--- src/rtl/r4u4_one_buf_ctrl_pkg.sv ---
// r4u4_one_buf_ctrl_pkg: shared widths, length encodings and FSM state types
// for the unit-4 stage-one ping-pong buffer controller.
package r4u4_one_buf_ctrl_pkg;
    localparam int MAN_WIDTH = 16;
    localparam int EXP_WIDTH = 5;
    localparam int W = 2 * MAN_WIDTH + EXP_WIDTH;
    localparam int BANK_AW = 9;
    localparam int RAM_AW = BANK_AW + 1;

    typedef enum logic [1:0] {LEN_16, LEN_64, LEN_256, LEN_256_ALT} len_sel_e;
    typedef enum logic {WR_IDLE, WR_FILL} wr_state_e;
    typedef enum logic {RD_IDLE, RD_RUN} rd_state_e;

    // log2(N/4): quarter-frame stride used by the quartet address generator
    function automatic logic [2:0] len_shift(input logic [1:0] sel);
        return sel == LEN_16 ? 3'd2 : sel == LEN_64 ? 3'd4 :
               (sel == LEN_256 || sel == LEN_256_ALT) ? 3'd6 : 3'd6;
    endfunction
endpackage

--- src/rtl/r4u4_one_buf_ctrl_if.sv ---
// r4u4_one_buf_ctrl_if: sample stream, stage-one RAM ports and butterfly operand bus;
// slave is the controller view, master the surrounding datapath view.
interface r4u4_one_buf_ctrl_if;
    import r4u4_one_buf_ctrl_pkg::*;
    logic [1:0] len_sel;
    logic in_valid;
    logic in_sof;
    logic [W-1:0] in_data;
    logic in_ready;
    logic ram_wr_en;
    logic [RAM_AW-1:0] ram_wr_addr;
    logic [W-1:0] ram_wr_data;
    logic [RAM_AW-1:0] ram_rd_addr;
    logic [W-1:0] ram_rd_data;
    logic out_valid;
    logic [W-1:0] out_data;
    logic [1:0] out_qidx;
    logic out_sof;
    logic out_eof;

    modport slave (
        input len_sel, in_valid, in_sof, in_data, ram_rd_data,
        output in_ready, ram_wr_en, ram_wr_addr, ram_wr_data, ram_rd_addr,
        output out_valid, out_data, out_qidx, out_sof, out_eof
    );
    modport master (
        output len_sel, in_valid, in_sof, in_data, ram_rd_data,
        input in_ready, ram_wr_en, ram_wr_addr, ram_wr_data, ram_rd_addr,
        input out_valid, out_data, out_qidx, out_sof, out_eof
    );
endinterface

--- src/rtl/r4u4_one_rd_agen.sv ---
// r4u4_one_rd_agen: radix-4 stage-one read address generator; q is the inner
// quartet position, m the outer butterfly index, address = m + q*N/4.
module r4u4_one_rd_agen
    import r4u4_one_buf_ctrl_pkg::*;
(
    input  logic clk_sys,
    input  logic rst_sys_n,
    input  logic en,
    input  logic [2:0] shift,
    output logic [BANK_AW-1:0] idx,
    output logic [1:0] q,
    output logic first,
    output logic last
);
    logic [BANK_AW-1:0] m;

    assign idx = m + (BANK_AW'(q) << shift);
    assign first = m == '0 && q == 2'd0;
    assign last = q == 2'd3 && m == (BANK_AW'(1) << shift) - BANK_AW'(1);

    always_ff @(posedge clk_sys) begin
        if (!rst_sys_n) begin
            m <= '0;
            q <= 2'd0;
        end else if (en) begin
            q <= q + 2'd1;
            m <= last ? '0 : q == 2'd3 ? m + BANK_AW'(1) : m;
        end
    end
endmodule

--- src/rtl/r4u4_one_buf_ctrl.sv ---
// r4u4_one_buf_ctrl: ping-pong controller for the stage-one RAM; writes frames in
// natural order into one bank while the other is read back in quartet order.
module r4u4_one_buf_ctrl
    import r4u4_one_buf_ctrl_pkg::*;
(
    input  logic clk_sys,
    input  logic rst_sys_n,
    r4u4_one_buf_ctrl_if.slave bus
);
    wr_state_e wr_st, wr_nxt;
    rd_state_e rd_st, rd_nxt;
    logic wbank, wbank_nxt, rbank, rbank_nxt;
    logic [1:0] full, full_nxt;
    logic [1:0] len_reg [2];
    logic [BANK_AW-1:0] wr_idx, wr_idx_nxt, widx, wlast, ridx;
    logic accept, wr_do, wr_done, issue, rd_first, rd_last;
    logic [1:0] rq;

    assign bus.in_ready = !full[wbank];
    assign accept = bus.in_valid && bus.in_ready;
    // a stray sample outside a frame is accepted but never written
    assign wr_do = accept && (bus.in_sof || wr_st == WR_FILL);
    assign widx = bus.in_sof ? '0 : wr_idx;
    assign wlast = (BANK_AW'(4) << len_shift(bus.in_sof ? bus.len_sel : len_reg[wbank])) - BANK_AW'(1);
    assign wr_done = wr_do && widx == wlast;
    assign bus.ram_wr_en = !wr_do;
    assign bus.ram_wr_addr = {wbank, widx};
    assign bus.ram_wr_data = bus.in_data;

    always_comb begin
        wr_nxt = wr_st;
        wr_idx_nxt = wr_idx;
        wbank_nxt = wbank;
        if (wr_do) begin
            wr_nxt = wr_done ? WR_IDLE : WR_FILL;
            wr_idx_nxt = wr_done ? '0 : widx + BANK_AW'(1);
            wbank_nxt = wbank ^ wr_done;
        end
    end

    assign issue = rd_st == RD_RUN || full[rbank];

    r4u4_one_rd_agen u_agen (
        .clk_sys(clk_sys),
        .rst_sys_n(rst_sys_n),
        .en(issue),
        .shift(len_shift(len_reg[rbank])),
        .idx(ridx),
        .q(rq),
        .first(rd_first),
        .last(rd_last)
    );

    assign bus.ram_rd_addr = {rbank, ridx};
    assign bus.out_data = bus.ram_rd_data;

    // writer and reader always own different banks, so both flag updates can land together
    always_comb begin
        full_nxt = full;
        if (wr_done) full_nxt[wbank] = 1'b1;
        if (issue && rd_last) full_nxt[rbank] = 1'b0;
        rbank_nxt = rbank ^ (issue && rd_last);
        rd_nxt = !issue ? RD_IDLE : (rd_last && !full_nxt[!rbank]) ? RD_IDLE : RD_RUN;
    end

    always_ff @(posedge clk_sys) begin
        if (!rst_sys_n) begin
            wr_st <= WR_IDLE;
            rd_st <= RD_IDLE;
            wr_idx <= '0;
            wbank <= 1'b0;
            rbank <= 1'b0;
            full <= 2'b00;
            len_reg <= '{default: 2'd0};
            bus.out_valid <= 1'b0;
            bus.out_qidx <= 2'd0;
            bus.out_sof <= 1'b0;
            bus.out_eof <= 1'b0;
        end else begin
            wr_st <= wr_nxt;
            rd_st <= rd_nxt;
            wr_idx <= wr_idx_nxt;
            wbank <= wbank_nxt;
            rbank <= rbank_nxt;
            full <= full_nxt;
            if (accept && bus.in_sof) len_reg[wbank] <= bus.len_sel;
            bus.out_valid <= issue;
            bus.out_qidx <= rq;
            bus.out_sof <= issue && rd_first;
            bus.out_eof <= issue && rd_last;
        end
    end
endmodule

--- src/flat_wrapper.sv ---
// flat-port wrapper written by rule: the top's interface ports become plain ports
module r4u4_one_buf_ctrl_flat import r4u4_one_buf_ctrl_pkg::*;
  (clk_sys, rst_sys_n, bus_len_sel, bus_in_valid, bus_in_sof, bus_in_data, bus_ram_rd_data, bus_in_ready, bus_ram_wr_en, bus_ram_wr_addr, bus_ram_wr_data, bus_ram_rd_addr, bus_out_valid, bus_out_data, bus_out_qidx, bus_out_sof, bus_out_eof);
  r4u4_one_buf_ctrl_if bus_i ();
  input  logic clk_sys;
  input  logic rst_sys_n;
  input wire logic [$bits(bus_i.len_sel)-1:0] bus_len_sel;
  input wire logic [$bits(bus_i.in_valid)-1:0] bus_in_valid;
  input wire logic [$bits(bus_i.in_sof)-1:0] bus_in_sof;
  input wire logic [$bits(bus_i.in_data)-1:0] bus_in_data;
  input wire logic [$bits(bus_i.ram_rd_data)-1:0] bus_ram_rd_data;
  output wire logic [$bits(bus_i.in_ready)-1:0] bus_in_ready;
  output wire logic [$bits(bus_i.ram_wr_en)-1:0] bus_ram_wr_en;
  output wire logic [$bits(bus_i.ram_wr_addr)-1:0] bus_ram_wr_addr;
  output wire logic [$bits(bus_i.ram_wr_data)-1:0] bus_ram_wr_data;
  output wire logic [$bits(bus_i.ram_rd_addr)-1:0] bus_ram_rd_addr;
  output wire logic [$bits(bus_i.out_valid)-1:0] bus_out_valid;
  output wire logic [$bits(bus_i.out_data)-1:0] bus_out_data;
  output wire logic [$bits(bus_i.out_qidx)-1:0] bus_out_qidx;
  output wire logic [$bits(bus_i.out_sof)-1:0] bus_out_sof;
  output wire logic [$bits(bus_i.out_eof)-1:0] bus_out_eof;
  assign bus_i.len_sel = bus_len_sel;
  assign bus_i.in_valid = bus_in_valid;
  assign bus_i.in_sof = bus_in_sof;
  assign bus_i.in_data = bus_in_data;
  assign bus_i.ram_rd_data = bus_ram_rd_data;
  assign bus_in_ready = bus_i.in_ready;
  assign bus_ram_wr_en = bus_i.ram_wr_en;
  assign bus_ram_wr_addr = bus_i.ram_wr_addr;
  assign bus_ram_wr_data = bus_i.ram_wr_data;
  assign bus_ram_rd_addr = bus_i.ram_rd_addr;
  assign bus_out_valid = bus_i.out_valid;
  assign bus_out_data = bus_i.out_data;
  assign bus_out_qidx = bus_i.out_qidx;
  assign bus_out_sof = bus_i.out_sof;
  assign bus_out_eof = bus_i.out_eof;
  r4u4_one_buf_ctrl u_core (.clk_sys(clk_sys), .rst_sys_n(rst_sys_n), .bus(bus_i));
endmodule
--- config.mk ---
export PLATFORM = sky130hd
export DESIGN_NAME = r4u4_one_buf_ctrl_flat
export DESIGN_NICKNAME = d
export VERILOG_FILES = /design/src/rtl/r4u4_one_buf_ctrl_pkg.sv /design/src/rtl/r4u4_one_buf_ctrl_if.sv /design/src/rtl/r4u4_one_rd_agen.sv /design/src/rtl/r4u4_one_buf_ctrl.sv /design/src/flat_wrapper.sv
export SDC_FILE = /design/constraint.sdc
export NUM_CORES = 1
export LEC_CHECK = 0
export CORE_MARGIN = 2
export CORE_UTILIZATION = 35
export CTS_CLUSTER_SIZE = 16
export DETAILED_ROUTE_END_ITERATION = 16
export PLACE_DENSITY = 0.76
export REMOVE_ABC_BUFFERS = 1
export SYNTH_ARGS = -nofsm -noshare
export SYNTH_HDL_FRONTEND = slang
export SYNTH_HIERARCHICAL = 1
export SYNTH_SLANG_ARGS = --single-unit
--- constraint.sdc ---
create_clock -name clk_sys -period 9.4 [get_ports clk_sys]
set_input_delay 1.88 -clock clk_sys [delete_from_list [all_inputs] [get_ports clk_sys]]
set_output_delay 1.88 -clock clk_sys [all_outputs]
set_load 0.01 [all_outputs]
# Word level (Yosys, flattened, before mapping)
# Cells that the tools add are included.
# Widths: inputs -> output; s select.
[totals]
register_bits = 35
out_inout_bits = 101
[classes]
add_sub_neg = 6
order_cmp = 8
n_eq_ne = 5
n_shift = 3
n_mux = 32
bitwise = 7
n_reduce_logical = 25
[ops]
columns = ["cell", "count"]
rows = [
  ["$mux 9", 4],
  ["$mux 2", 12],
  ["$add 9x1->9 const B", 2],
  ["$eq 9x9->1", 2],
  ["$logic_and 1x1->1", 12],
  ["$mux 1", 10],
  ["$add 9x9->9", 1],
  ["$logic_not 9->1", 1],
  ["$shl 1x3->9 const A", 1],
  ["$shl 2x3->9", 1],
  ["$shl 3x3->9 const A", 1],
  ["$sub 9x1->9 const B", 1],
  ["$sub 9x2->9 const B", 1],
  ["$logic_not 2->1", 3],
  ["$lt 1x2->1 const B", 3],
  ["$mux 3", 2],
  ["$bwmux 4", 1],
  ["$eq 2x1->1 const B", 2],
  ["$ge 2x2->1 const B", 2],
  ["$logic_not 1->1", 4],
  ["$not 1->2", 2],
  ["$reduce_and 2->1", 2],
  ["$add 2x1->2 const B", 1],
  ["$and 2x2->2", 1],
  ["10 further kinds", 14],
]

# Depth between registers and ports, before layout
# Gate-level depths: netlist (run 1).
[depth]
word_depth = 20
ltp_mapped = 12

# Modules after synthesis
# Netlist (run 1), hierarchy kept.
[modules_own_cells]
columns = ["mod", "instances", "cells_per_inst", "area_per_inst_um2", "seq_area_each_um2"]
rows = [
  ["r4u4_one_buf_ctrl", 1, 226, 1875.5, 480.5],
  ["r4u4_one_rd_agen", 1, 146, 1168.6, 220.2],
]

# Worst setup path after synthesis (run 1)
# No wires, ideal clock.
[synth_path]
kind = "input port to output port"
startpoint = "in bus_in_sof"
endpoint = "out bus_ram_wr_en"
arrival_ns = 2.812
required_time_ns = 7.520
path_slack_ns = 4.708
cell_stages = 5
n_path_buf = 2
path_cell_list = "clkbuf_1 o21ai_0 nor2_1 inv_1 buf_2"
[synth_via]
elab_chain_cells = 3
[synth_rtl]
columns = ["item", "line", "rtl"]
rows = [
  ["start: declaration", "flat_wrapper.sv:9", "input wire logic [$bits(bus_i.in_sof)-1:0] bus_in_sof;"],
  ["$logic_or 1x1->1", "r4u4_one_buf_ctrl.sv:22", "assign wr_do = accept && (bus.in_sof || wr_st == WR_FILL);"],
  ["$logic_and 1x1->1", "r4u4_one_buf_ctrl.sv:22", ""],
  ["$logic_not 1->1", "r4u4_one_buf_ctrl.sv:26", "assign bus.ram_wr_en = !wr_do;"],
  ["end: declaration", "flat_wrapper.sv:13", "output wire logic [$bits(bus_i.ram_wr_en)-1:0] bus_ram_wr_en;"],
]
# No other way between the ends.

# Worst setup path after layout (run 1)
# Ends and elaborated chain as after synthesis.

==> flow_results.org, run 1 <==
** Synth
- Sequential-to-total area share from yosys stat :: 23.02%
- Mapped cell area :: 0.003044 sq mm
- During synthesis, Yosys emitted a total of 6 warnings.
- The number of different library cells used by synthesis comes to 60.
- Averaged over all synthesized cells, the footprint is 8.183 sq um.
- After synthesis the netlist holds a flip-flop and latch count of 35.
- The synthesized design contains 0 enable-type register cells.
- Share of flip-flops with an asynchronous set or reset :: 0%
- Count of mapped cells out of synthesis :: 372
- The most used flip-flop cell after synthesis is sky130_fd_sc_hd__dfxtp_1.

** Finish
- The final layout contains 414 nets.
- 0 antenna diodes ended up in the layout.
- After filler insertion, the fill cell instance count of the layout stands at 903.
- The area growth from synthesis to layout is -4.603%.
- Share of layout cells above drive strength 1 :: 6.854%
- Leading cell type in the layout, fill and taps excluded :: sky130_fd_sc_hd__dfxtp_1
- The library cells used most frequently in the layout, excluding fill and tap cells, are sky130_fd_sc_hd__dfxtp_1 (35), sky130_fd_sc_hd__clkdlybuf4s50_1 (32), sky130_fd_sc_hd__nor2_1 (28).
- Leaving out filler cells and counting taps, the final layout contains 429.
- Final core utilization :: 33.79%

** Clock network
- Root buf cell :: sky130_fd_sc_hd__clkbuf_8
- Postcts setup bufs :: 0
- Number of clock sinks :: 35
- Clock-pin slew on the worst setup and hold paths :: 70 ps
- Htree depth :: 2
- Buffers from clock root to sink, at most :: 2
- Buffers inserted to repair hold after CTS numbered 0.
- After clock tree synthesis, the repair step resized 0 gates.
- Latest clock arrival within the worst-skew pair :: 290 ps
- Buffers inserted during clock tree synthesis total 5.
- TritonCTS built the clock tree.

** Place
- Placed cell count :: 421
- Routability-driven placement congestion ratio :: 0.9504
- Summed over all nets, the half-perimeter wirelength after detailed placement is 10,460 microns.
- I/O Buffers :: 32

** Min path
- In this run the most critical hold path is launched from u_core/wr_idx[0]$_SDFFE_PN0P_.
- Number of instances on the worst hold path :: 2
- For hold timing, the worst endpoint is u_core/wr_idx[0]$_SDFFE_PN0P_.
- Classification of the worst-slack hold path :: reg2reg

** GRT
- The number of global-route vias before repair is 2,200.
- The first global-routing pass estimated 16,680 microns of wire.
- Pin count of the biggest net entering global routing :: 25
- Number of antenna violations at the first check in global routing :: 0
- Global routing used 24.65% of the available tracks.
- The total overflow left after global routing is 0.

** Floorplanning
- The die is 97.26 microns tall.
- Initial Utilization :: 35.43%
- Rows :: 34
- Top-level I/O count :: 181
- The die is 97.26 microns wide.
- Total core area :: 0.008593 sq mm
- Full die area :: 0.009460 sq mm

** Route
- For this run, design rule violations remaining after detail routing come to 0.
- Overall via count from detail_route :: 2,351
- Wire length per cell after detailed routing :: 28.22 microns
- The routed design has 12,110 microns of wire.
- Remaining antenna violation count :: 0
- Via/cell ratio :: 5.480
- Initial DRC count :: 159
- The first detailed-routing pass took 5 iterations.

** Worst setup path
- The critical path goes through clkdlybuf4s50_1 -> o21ai_0 -> nor2_1 -> inv_1 -> clkdlybuf4s50_1.
- The worst register-to-register path begins at u_core/rbank$_SDFF_PN0_.
- Endpoint of the worst-slack reg-to-reg timing path :: u_core/full[0]$_SDFF_PN0_
- The worst setup path is launched from a primary input.
- Most used cell along the critical path :: sky130_fd_sc_hd__clkdlybuf4s50_1
- Cell count of the worst reg-to-reg path :: 9
- Setup slack on the worst flop-to-flop path :: 6670 ps
- Of all nets on the critical path, the largest fanout is 20.
- Crit end category :: output pin
- Required time at the endpoint of the critical path :: 7520 ps
- In this design, the stage delay of the slowest critical-path cell is 730 ps.
- For the worst setup path, the data arrival time is 4230 ps.
- On the critical path, the stage with the largest delay is an instance of sky130_fd_sc_hd__clkdlybuf4s50_1.
- The setup path with the least slack is of type in2out.

** Power and ir drop
- Dividing total power by cell area gives a power density of 96.81 mW/mm^2.
- The analysis attributes to cell leakage a power of 1.110 nW.
- Peak ir drop on the vdd network :: 46.61 uV

** STA
- After layout, the minimum clock period comes to 6108 ps.
- Post-route setup TNS :: 0 ps
- Worst setup skew after layout :: 4.851 ps
- Setup violations remaining at the end of the flow were counted as 0.
- Unrepaired setup endpoints after global routing :: false
- The final hold violation count is 0.
- Max frequency :: 0.1637 GHz
- The worst pin sits at a relative slew slack of 37.88%.
- After layout, the worst path uses 64.98% of the clock period.
- For the pin with the worst max-slew slack, the measured transition is 928.9 ps.
- The final-report max-slew violation count is 0.

** Status
- Result of the run :: completed

** Run
- Number of violations of the max-capacitance limit :: 0
==> how the worst max path moves through the flow <==
stage                            startpoint                  to  slack (ps)  cells after the start
floorplan           u_core/rbank$_SDFF_PN0_  bus_ram_rd_addr[8]        4770                      9
global placement                 bus_in_sof       bus_ram_wr_en        3390                      5
detailed placement               bus_in_sof       bus_ram_wr_en        3350                      5
CTS                              bus_in_sof       bus_ram_wr_en        3330                      5
global route                     bus_in_sof       bus_ram_wr_en        3150                      5
finish                           bus_in_sof       bus_ram_wr_en        3290                      5
==> per-stage QoR <==
stage	hold slack [ps]	setup WS, ps	area (sq um)	total power, W
floorplan	446.0	4768	2352	0.0001681
global placement	469.5	3394	2823	0.0001778
detailed placement	482.6	3347	2823	0.0001782
CTS	493.2	3330	2904	0.0002825
global route	529.0	3153	2904	0.0002912
finish	486.0	3292	2904	0.0002812
==> cells by family (layout without fill, tap and decap cells) <==
logic type | after synthesis | after routing | share of synthesized area [%]
AND/OR/NAND/NOR | 129 | 129 | 22.40
adder cells (fa/ha/maj) | 14 | 14 | 6.001
multiplexers | 14 | 14 | 4.686
XOR/XNOR | 16 | 16 | 4.603
buffers and inverters | 104 | 53 | 24.09
AO/OA/AOI/OAI | 59 | 59 | 15.08
flip-flops | 35 | 35 | 23.02
other | 1 | 1 | 0.1232
==> routing by layer <==
layer | global-route usage [%] | vias up | share of wire [%] | wire (microns)
li1 | - | 1115 | - | -
met1 | 19.22 | 1051 | 27 | 3297
met2 | 33.07 | 168 | 39 | 4698
met3 | 35.61 | 15 | 30 | 3674
met4 | 8.654 | 2 | 3.2 | 389
met5 | 3.846 | - | 0.38 | 46
==> power breakdown <==
part           leakage, nW  total (W)  internal (W)  switching [W]
sequential           0.283   0.000150      0.000149    0.000000980
combinational        0.785  0.0000252    0.00000954      0.0000156
clock               0.0422   0.000106     0.0000520      0.0000536
==> synth_stat cells, types with 2 or more instances <==
cell                        n  area [sq um]
sky130_fd_sc_hd__buf_2      2         10.01
sky130_fd_sc_hd__nand4_1    5         31.28
sky130_fd_sc_hd__a211oi_1   4         30.03
sky130_fd_sc_hd__xnor2_1   10         87.58
sky130_fd_sc_hd__clkbuf_1   5         18.77
sky130_fd_sc_hd__nand4b_1   2         17.52
sky130_fd_sc_hd__o31ai_1    4         30.03
sky130_fd_sc_hd__nor4_1     4         25.02
sky130_fd_sc_hd__a31oi_1    4         25.02
sky130_fd_sc_hd__dfxtp_1   35         700.7
sky130_fd_sc_hd__o41ai_1    3         26.28
sky130_fd_sc_hd__and2_1     7         43.79
sky130_fd_sc_hd__nor2b_1   12         75.07
sky130_fd_sc_hd__a21oi_1    8         40.04
sky130_fd_sc_hd__ha_1      13         162.7
sky130_fd_sc_hd__nand3_1   20         100.1
sky130_fd_sc_hd__mux2_2     2         22.52
sky130_fd_sc_hd__clkbuf_2   2         10.01
sky130_fd_sc_hd__and4b_1    2         20.02
sky130_fd_sc_hd__a21o_1     3         22.52
sky130_fd_sc_hd__nor2_1    28         105.1
sky130_fd_sc_hd__nand2b_1   8         50.05
sky130_fd_sc_hd__nor3_1    13         65.06
sky130_fd_sc_hd__and3_1     3         18.77
sky130_fd_sc_hd__o21bai_1   2         15.01
sky130_fd_sc_hd__and2_2     2         15.01
sky130_fd_sc_hd__xor2_1     6         52.55
sky130_fd_sc_hd__a21boi_0   2         15.01
sky130_fd_sc_hd__nand2_1   16         60.06
sky130_fd_sc_hd__o21ai_0   13         65.06
sky130_fd_sc_hd__inv_1     11         41.29
sky130_fd_sc_hd__mux2i_1   12         120.1
sky130_fd_sc_hd__buf_6      5         56.30
sky130_fd_sc_hd__buf_4     77         578.1
sky130_fd_sc_hd__o211a_1    2         20.02
==> worst max-delay path: cells and delay by family <==
kind	cells	cell delay [ps]
and+or+nand+nor	1	170
AOI/OAI and AO/OA	1	450
buffers and inverters	3	1720
==> cell type report <==
type / instances / area (sq um) / share of cell area (%)
sequential: 35 / 700.7 / 24.13
clock inverter: 1 / 5.005 / 0.1723
tap: 108 / 135.1 / 4.653
inverter: 11 / 41.29 / 1.422
clock buffer: 7 / 76.32 / 2.628
timing repair buffer: 34 / 335.3 / 11.55
multi-input combinational: 233 / 1610 / 55.45
Note: power is estimated with default switching activity, not from simulation.
==> inputs of run 2 (changes only) <==
--- a/config.mk
+++ b/config.mk
@@ -9,7 +9,7 @@
 export CORE_UTILIZATION = 35
 export CTS_CLUSTER_SIZE = 16
 export DETAILED_ROUTE_END_ITERATION = 16
-export PLACE_DENSITY = 0.76
+export PLACE_DENSITY = 0.79
 export REMOVE_ABC_BUFFERS = 1
 export SYNTH_ARGS = -nofsm -noshare
 export SYNTH_HDL_FRONTEND = slang
==> constraint.sdc (replaced) <==
create_clock -name clk_sys -period 5.55 [get_ports clk_sys]
set_input_delay 1.11 -clock clk_sys [delete_from_list [all_inputs] [get_ports clk_sys]]
set_output_delay 1.11 -clock clk_sys [all_outputs]
set_load 0.01 [all_outputs]
==> run 2 against run 1 <==
  * Via count rose by 4.8%
  * Register-to-register slack got worse by 4400 ps
  * Sequential cell count did not move
  * Combinational power rose by 74%
  * Count of clock-buffer cells in the layout did not move
  * Clock skew rose by 4.2 ps
  * Cell area rose by 0.26%
  * First-iteration DRC count rose by 8.2%
==> flow_results.org, run 2 (synthesis results as in run 1) <==
** Run
- The tool flagged a number of max-cap violations equal to 0.

** GRT
- Pin count of the biggest net entering global routing :: 25
- The first global-routing pass estimated 17,140 microns of wire.
- Global-route usage over all layers :: 25.26%
- Number of antenna violations at the first check in global routing :: 0
- Global route total overflow :: 0
- Via count of the first global-routing pass :: 2,238

** STA
- Unrepaired setup endpoints after global routing :: false
- Endpoints failing hold :: 0
- Max_slew headroom :: 22.69%
- Final setup violation count :: 0
- The final-report max-slew violation count was 0.
- For the pin with the worst max-slew slack, the measured transition is 1154 ps.
- Post-route setup TNS :: 0 ps
- Between clock sinks in the finished design, the worst skew comes to 9.020 ps.
- Post-route fraction of the period consumed by the critical path :: 92.57%
- The worst path needs 5137 ps of the cycle, external delays included.
- For this run, the top clock speed supported by timing is 0.1947 GHz.

** Route
- Via/cell ratio :: 5.730
- Once detail routing completed, the nets flagged for antenna violations numbered 0.
- Total Routed Length :: 12,410 microns
- After the first detailed-routing iteration, the DRC count stood at 172.
- Overall via count from detail_route :: 2,464
- In the routed design, unresolved DRC markers number 0.
- Dividing the detail-routed wire length by the instance count gives 28.86 microns.
- Before antenna repair, the detailed router went through 4 iterations.

** Worst setup path
- Number of cells on the critical path :: 10
- STA classifies the critical path endpoint as an output pin.
- Largest delay share family, worst path :: compound AO/OA/AOI/OAI gates
- Max stage delay cell, worst path :: sky130_fd_sc_hd__a31oi_1
- Traced cell by cell, the critical path runs through nor3b_1 -> a31oi_1 -> nor3_1 -> ha_1 -> fa_1 -> a211oi_1 -> o21ai_0 -> a31oi_1 -> xnor2_1 -> clkdlybuf4s50_1.
- Required time at the endpoint of the critical path :: 4440 ps
- Cell count of the worst reg-to-reg path :: 8
- Critical path startpoint category :: flop
- The setup path with the least slack is of type reg2out.
- Critical path fanouts, max :: 14
- Maximum cell stage delay along the critical path :: 850 ps
- STA puts the critical path data arrival time at 4030 ps.
- Among the stages of the critical path, the cell type that occurs most often is sky130_fd_sc_hd__a31oi_1.
- WP buf/inv :: 1
- Setup slack on the worst flop-to-flop path :: 2280 ps

** Floorplanning
- Full die area :: 0.009460 sq mm
- Initial Utilization :: 35.43%
- The core region is 0.008593 sq mm.
- DIE WIDTH :: 97.26 microns
- The die is 97.26 microns tall.
- After floorplanning, the core was divided into 34 placement rows.
- Top-level I/O count :: 181

** Power and ir drop
- Total power divided by cell area :: 164.9 mW/mm^2
- The design draws 0.0004802 W.
- The analysis attributes to cell leakage a power of 1.115 nW.
- Peak ir drop on the vdd network :: 72.78 uV

** Finish
- After the last flow step, the layout net total stands at 415.
- The post-route netlist has 7.143% of its cells at a drive strength greater than 1.
- Leaving out fill and tap cells, the most frequent cell in the layout is sky130_fd_sc_hd__dfxtp_1.
- In the layout the commonest cells are sky130_fd_sc_hd__dfxtp_1 (35), sky130_fd_sc_hd__clkdlybuf4s50_1 (32), sky130_fd_sc_hd__nor2_1 (28).
- Post-route standard cell area excluding fillers :: 0.002912 sq mm
- Area growth, synth to finish :: -4.357%
- The number of antenna diodes in the final layout is 0.

** Clock network
- Counting every sink on the clock net gives 35.
- Latest clock arrival within the worst-skew pair :: 300 ps
- Postcts setup bufs :: 0
- CTS tree :: built
- The tree is rooted in a sky130_fd_sc_hd__clkbuf_8.
- Post-CTS repair changed the size of 0 cells.
- Clock tree synthesis inserted a total of 5 buffers.
- Buffers from clock root to sink, at most :: 2
- Cts-stage hold buffer count :: 0
- Clock-pin slew was measured on the worst setup and hold paths at 70 ps.
- Htree depth :: 2

** Place
- Placed standard-cell area :: 0.002830 sq mm
- Input and output buffers added on the ports amount to 32.
- Post-DP HPWL :: 10,560 microns
- Routability-driven placement congestion ratio :: 1.004

** Min path
- Counting instances, the worst hold path has a depth of 2.
- The min-delay analysis places its worst path in the category reg2reg.

** Status
- Result of the run :: completed
==> run 2: cell types whose count changed in the layout (fill, tap and decap cells not counted) <==
cell	previous run	this run
sky130_fd_sc_hd__buf_4	2	3
==> run 2: layout make-up <==
type,count,area (sq um)
Timing Repair Buffer,35,342.8
Inverter,11,41.29
Fill cell,904,5682
Clock buffer,7,76.32
Multi-Input combinational cell,233,1610
Clock inverter,1,5.005
Tap cell,108,135.1
Sequential cell,35,700.7
==> run 2: per-stage QoR <==
| step | util [%] | cells | hold slack, ps | worst slack, ps |
|---|---|---|---|---|
| 6_report | 33.88 | 430 | 492.6 | 412.6 |
| 5_1_grt | 33.88 | 430 | 520.2 | 150.3 |
| 4_1_cts | 33.88 | 430 | 497.8 | 477.6 |
| 3_5_place_dp | 32.94 | 422 | 486.7 | 808.5 |
| 3_3_place_gp | 32.94 | 422 | 471.7 | 935.7 |
| 2_1_floorplan | - | 279 | 446.0 | 1688 |
==> run 2: where the power goes <==
part           internal, W  switching [W]
Clock            0.0000881      0.0000935
Sequential        0.000253     0.00000178
Combinational    0.0000166      0.0000272
==> run 2: layer usage <==
| metal | up-vias | global-route usage [%] | share of wire [%] |
|---|---|---|---|
| met2 | 200 | 35.26 | 41 |
| met4 | 2 | 9.188 | 3.5 |
| li1 | 1112 | - | - |
| met3 | 18 | 35.68 | 29 |
| met1 | 1132 | 19.03 | 27 |
| met5 | - | 2.747 | 0.27 |
==> run 2: final timing paths <==
kind	from	endpoint
hold / removal	u_core/wr_idx[1]$_SDFFE_PN0P_	u_core/wr_idx[1]$_SDFFE_PN0P_
setup reg to reg	u_core/rbank$_SDFF_PN0_	u_core/full[0]$_SDFF_PN0_
hold reg to reg	u_core/wr_idx[1]$_SDFFE_PN0P_	u_core/wr_idx[1]$_SDFFE_PN0P_
setup / recovery	u_core/rbank$_SDFF_PN0_	bus_ram_rd_addr[8]
==> run 2: worst register-to-register path, stage by stage, from the launching register on <==
cell and delay [ps]:
sky130_fd_sc_hd__dfxtp_1 540, sky130_fd_sc_hd__nor3b_1 100, sky130_fd_sc_hd__a31oi_1 850, sky130_fd_sc_hd__nand2b_1 220, sky130_fd_sc_hd__nand4b_1 180, sky130_fd_sc_hd__nand4b_1 250
sky130_fd_sc_hd__nor3_1 650, sky130_fd_sc_hd__nand3_1 210, sky130_fd_sc_hd__o2111a_1 180
